--- src/rtl/redirect_unit.sv ---
// Resolves branch/jump/jump-register redirects from ID-stage operands and issues
// a registered one-cycle flush request with the new fetch PC and a saturating redirect count.
//
// state | meaning
// IDLE  | evaluating the ID instruction each edge
// FLUSH | redirect outputs held one cycle; ID inputs are wrong-path and ignored
module redirect_unit #(
    parameter int CNT_W = 16
) (
    input  logic             clk,
    input  logic             rst,
    input  logic             id_valid,
    input  logic             Branch,
    input  logic             Jump,
    input  logic             JR,
    input  logic [5:0]       Opcode,
    input  logic [31:0]      id_pc_plus4,
    input  logic [31:0]      id_imm,
    input  logic [25:0]      id_joff,
    input  logic [31:0]      rs_val,
    output logic             branchCheck,
    output logic             JumpCheck,
    output logic             JRCheck,
    output logic             redirect_valid,
    output logic [31:0]      redirect_pc,
    output logic [CNT_W-1:0] redirect_count
);

    typedef enum logic {IDLE, FLUSH} state_t;

    localparam logic [5:0] OP_BEQ  = 6'h04;
    localparam logic [5:0] OP_BNEZ = 6'h05;

    state_t      state, state_nxt;
    logic        take_jr, take_j, take_b, take_any, cond;
    logic [31:0] target;

    always_ff @(posedge clk or posedge rst) begin
        if (rst) state <= IDLE;
        else     state <= state_nxt;
    end

    // Every decision is gated by id_valid, so unknown ID inputs never reach a flop
    always_comb begin
        state_nxt = IDLE;
        take_jr   = 1'b0;
        take_j    = 1'b0;
        take_b    = 1'b0;
        cond      = 1'b0;
        target    = redirect_pc;
        if (state == IDLE && id_valid) begin
            cond = (Opcode == OP_BEQ  && rs_val == 32'd0) ||
                   (Opcode == OP_BNEZ && rs_val != 32'd0);
            if (JR) begin
                take_jr = 1'b1;
                target  = rs_val;
            end else if (Jump) begin
                take_j = 1'b1;
                target = id_pc_plus4 + {{6{id_joff[25]}}, id_joff};
            end else if (Branch && cond) begin
                take_b = 1'b1;
                target = id_pc_plus4 + id_imm;
            end
        end
        take_any = take_jr | take_j | take_b;
        if (take_any) state_nxt = FLUSH;
    end

    always_ff @(posedge clk or posedge rst) begin
        if (rst) begin
            branchCheck    <= 1'b0;
            JumpCheck      <= 1'b0;
            JRCheck        <= 1'b0;
            redirect_valid <= 1'b0;
            redirect_pc    <= 32'd0;
            redirect_count <= '0;
        end else begin
            branchCheck    <= take_b;
            JumpCheck      <= take_j;
            JRCheck        <= take_jr;
            redirect_valid <= take_any;
            if (take_any) redirect_pc <= target;
            if (take_any && redirect_count != {CNT_W{1'b1}})
                redirect_count <= redirect_count + {{(CNT_W-1){1'b0}}, 1'b1};
        end
    end

endmodule

--- config.mk ---
export PLATFORM = sky130hd
export DESIGN_NAME = redirect_unit
export DESIGN_NICKNAME = d
export VERILOG_FILES = /design/src/rtl/redirect_unit.sv
export SDC_FILE = /design/constraint.sdc
export NUM_CORES = 1
export LEC_CHECK = 0
export BUFFER_PORTS_ARGS = -buffer_cell sky130_fd_sc_hd__buf_2
export CORE_MARGIN = 2
export CORE_UTILIZATION = 35
export DETAILED_ROUTE_END_ITERATION = 8
export PLACE_DENSITY = 0.6
export SYNTH_ARGS = -nofsm -noshare
export SYNTH_HDL_FRONTEND = slang
export SYNTH_SLANG_ARGS = --single-unit
export TNS_END_PERCENT = 20
--- constraint.sdc ---
create_clock -name clk -period 2.6 [get_ports clk]
set_clock_uncertainty 0.15 [all_clocks]
set_input_delay 0.52 -clock clk [delete_from_list [all_inputs] [get_ports clk]]
set_output_delay 0.52 -clock clk [all_outputs]
set_load 0.01 [all_outputs]
==> results.md <==
- Hold buffer count at cts: 0
- Final setup slack of the worst path: -0.1805 ns
- Htree depth: 2
- Post-synth top area cell: dfrtp_1
- Post-synthesis instance total: roughly 520
- Die span in x: 117.1 um
- Die area: 0.01371 mm2
- Clock transition at the registers of the reported paths: 0.08 ns
- Type of the most critical hold path: input port to async pin
- Warning count from the yosys run: 0
- Startpoint class of the critical path: input port
- Netlist area before placement: 0.004476 mm2
- Min Tclk post-route: 2.781 ns
- Final Setup Violations: 32
- Max-cap viol count: 0
- Post-DP HPWL: 12420 um
- Total vias in the final route: roughly 5200
- Tightest Pin Transition: between 0.7 and 0.8 ns
- Starting utilization of the core area: 0.3561
- Placeable Area: 0.01257 mm2
- Crit path DAT: between 2 and 3 ns
- Count of TritonRoute iterations in the first routing pass: 5
- Unrepaired setup endpoints after global routing: yes
- Area Overhead vs Synth: 67.43%
- Synth top area cells: dfrtp_1, ha_1, a21oi_1
- Worst hold margin: around 0.19 ns
- Worst-path maximum fanout: 6
- Complex-gate fraction of the synthesized area: 0.2228
- Req. time, crit path: 2.64 ns
- Starting DRC count in detailed routing: roughly 220
- Die span in y: 117.1 um
- Ant diodes: 0
- Fraction of the mapped netlist area in adder cells: 0.09393
- Vias per cell: 5.236
- Area share of the largest cell type after synthesis: 0.2907
- Worst slack at placement: -0.8270 ns
- Net count of the mapped netlist: ~690
- Multiplexer fraction of the synthesized cell area: 0.09226
- Fmax: 359.6 MHz
- Maximum number of pins on one net before global-route repair: 54
- Std-Cell Rows: 41
- Avg Cell Area, Syn: 8.574 um2
- Violated checks: negative setup slack
- Share of async-settable or async-resettable flops after synthesis: 1.000
- Global-route wire length before repair: 24630 um
- Global route total overflow: 0
- Total count of max-transition violations in the final report: 0
- Routed length per placed instance: 16.01 um
- Synth Area in XOR/XNOR: 0.07632
- RePlAce Congestion: 0.9160
- I/O pin count: 186
- Status: finished with violations
- Final wirelength: roughly 16000 um
- Sequential-to-total area share from yosys stat: 0.2907
- Clock latency of the later-clocked register in the worst-skew pair: around 0.29 ns
- Number of enable flip-flop cells after synthesis: 0
- Number of hold violations in the final report: 0
- CTS tree: yes
- Total clock buffers created by CTS: 5
- Num Clock Sinks: 52
- DRC viols: 0
- Overall global routing resource usage: 0.2264
- Setup Total Neg Slack: -2.954 ns
- Port buffer count: 185
- Leakage power figure: 3.531 nW
- Fraction of layout instances using a drive strength above 1: 0.5345
- Post-synthesis simple-gate area fraction: 0.1845
- Clk buf depth: 2
- Endpoint class of the critical path: flop
- Worst supply voltage drop on vdd: between 300 and 400 uV
- Number of nets in the final layout: 991
- Antenna-violating nets left: 0
- Final instance count without filler cells: 997
- Ratio of total power to cell area: slightly below 500 mW/mm2
- Root buffer cell: clkbuf_16
- Yosys reg bits: 52
- Headroom to the max-slew limit: 0.5143
- Classification of the worst setup path: input port to flop
- Unique cell type count in the Yosys netlist: 54
- Placed Instances: 981
- Antenna violations before repair: 0
- Fraction of the cycle the final worst path needs: 1.069
- Dominant combinational cell family by area after synthesis: compound AO/OA/AOI/OAI gates
- Vias in the first global route: 5116
- Ys flop type: dfrtp_1
-- per-layer routing --
| metal | up-vias | global-route usage | wire length [um] |
|---|---|---|---|
| met1 | 2474 | 0.3001 | 7067 |
| met5 | - | 0 | 0 |
| met3 | 16 | 0.03296 | 863 |
| met4 | 0 | 0.04863 | 190 |
| li1 | 2545 | - | - |
| met2 | 185 | 0.3931 | 7836 |
-- synthesized netlist by cell type, types with 4 or more instances --
cell and number:
a211oi_1 11, a21o_1 16, a21oi_1 59, a31oi_1 8, and2_1 6, and3_1 12, clkbuf_1 18, dfrtp_1 52
ha_1 32, inv_1 14, mux2_2 26, mux2i_1 12, nand2_1 28, nand3_1 13, nand3b_1 13, nand4_1 13
nor2_1 41, nor3_1 7, nor4_1 8, o211ai_1 4, o21ai_0 40, o21bai_1 5, xnor2_1 23, xor2_1 16
-- critical path, stage by stage --
cell and delay, ns:
buf_12 0.12, mux2_4 0.31, ha_4 0.17, fa_2 0.37, a211oi_4 0.31, o21ai_2 0.10
a21oi_2 0.15, buf_6 0.16, o22ai_4 0.09, o41ai_2 0.24, mux2i_1 0.23, nor2_1 0.06
-- registers in the layout (all words and copies together) (netlist names) --
| signal | cells |
|---|---|
| JRCheck | 1 |
| JumpCheck | 1 |
| branchCheck | 1 |
| redirect_count | 16 |
| redirect_pc | 32 |
| redirect_valid | 1 |
-- placed cells by master (no fill, tap or decap), types with 4 or more instances in the layout --
cell type / Yosys / routed
buf_2: 3 / 182
buf_4: 3 / 124
dfrtp_1: 52 / 52
a21oi_1: 59 / 52
nor2_1: 41 / 37
nand2_1: 28 / 25
o21ai_0: 40 / 25
xnor2_1: 23 / 22
ha_4: 0 / 21
a21o_1: 16 / 16
xor2_1: 16 / 15
mux2_2: 26 / 14
nand4_1: 13 / 13
nand3b_1: 13 / 13
inv_1: 14 / 12
and3_1: 12 / 12
mux2i_1: 12 / 12
mux2_4: 0 / 12
ha_1: 32 / 11
nand3_1: 13 / 10
o21ai_1: 1 / 10
buf_6: 1 / 10
a211oi_1: 11 / 7
a21oi_2: 0 / 6
and2_1: 6 / 5
o21bai_1: 5 / 5
a31oi_1: 8 / 5
nor3_1: 7 / 5
clkbuf_16: 0 / 5
buf_12: 0 / 5
o211ai_1: 4 / 4
-- stage by stage --
stage          utilization  power, W  instance area (um2)
2_1_floorplan            -  0.001987                 4746
3_3_place_gp        0.5308  0.002678                 6671
3_5_place_dp        0.5308  0.002705                 6671
4_1_cts             0.5861  0.003582                 7366
5_1_grt             0.5962  0.003851                 7493
6_report            0.5962  0.003615                 7493
-- final timing paths --
check,start,endpoint,slack [ns],depth (start not counted)
min in group clk,redirect_pc[19]$_DFFE_PP0P_,redirect_pc[19]$_DFFE_PP0P_,0.34,2
min,rst,redirect_pc[30]$_DFFE_PP0P_,0.19,2
min reg2reg,redirect_pc[19]$_DFFE_PP0P_,redirect_pc[19]$_DFFE_PP0P_,0.34,2
max,Jump,redirect_pc[30]$_DFFE_PP0P_,-0.18,12
max in group asynchronous,rst,redirect_pc[5]$_DFFE_PP0P_,1.44,3
max reg2reg,redirect_valid$_DFF_PP0_,redirect_count[9]$_DFFE_PP0P_,0.06,8
-- kinds of logic after synthesis --
| family | Yosys count |
|---|---|
| buf+inv | 41 |
| fa+ha+maj | 33 |
| xor+xnor | 39 |
| compound gates | 163 |
| flops | 52 |
| simple gates | 156 |
| mux | 38 |
-- report_power, final --
group          total, W  internal [W]  switching [W]
sequential      0.00110      0.000971       0.000131
combinational   0.00182      0.000921       0.000894
clock          0.000698      0.000360       0.000338
-- cell type report --
cell class / count / area, um2
clock buffers: 5 / 125.1
clock inverters: 3 / 23.77
fillers: 1097 / 5075
inverters: 14 / 52.55
multi-input cells: 429 / 3694
flip-flops and latches: 52 / 1301
well taps: 172 / 215.2
repair buffers: 322 / 2082
-- what timing repair did --
| action | CTS | global route |
|---|---|---|
| gates cloned | 1 | 0 |
| resized for setup | 93 | 28 |
| endpoints found under the setup margin | 46 | 44 |
| pin swaps | 40 | 26 |
| setup buffers | 7 | 1 |
(Power assumes the default switching activity.)
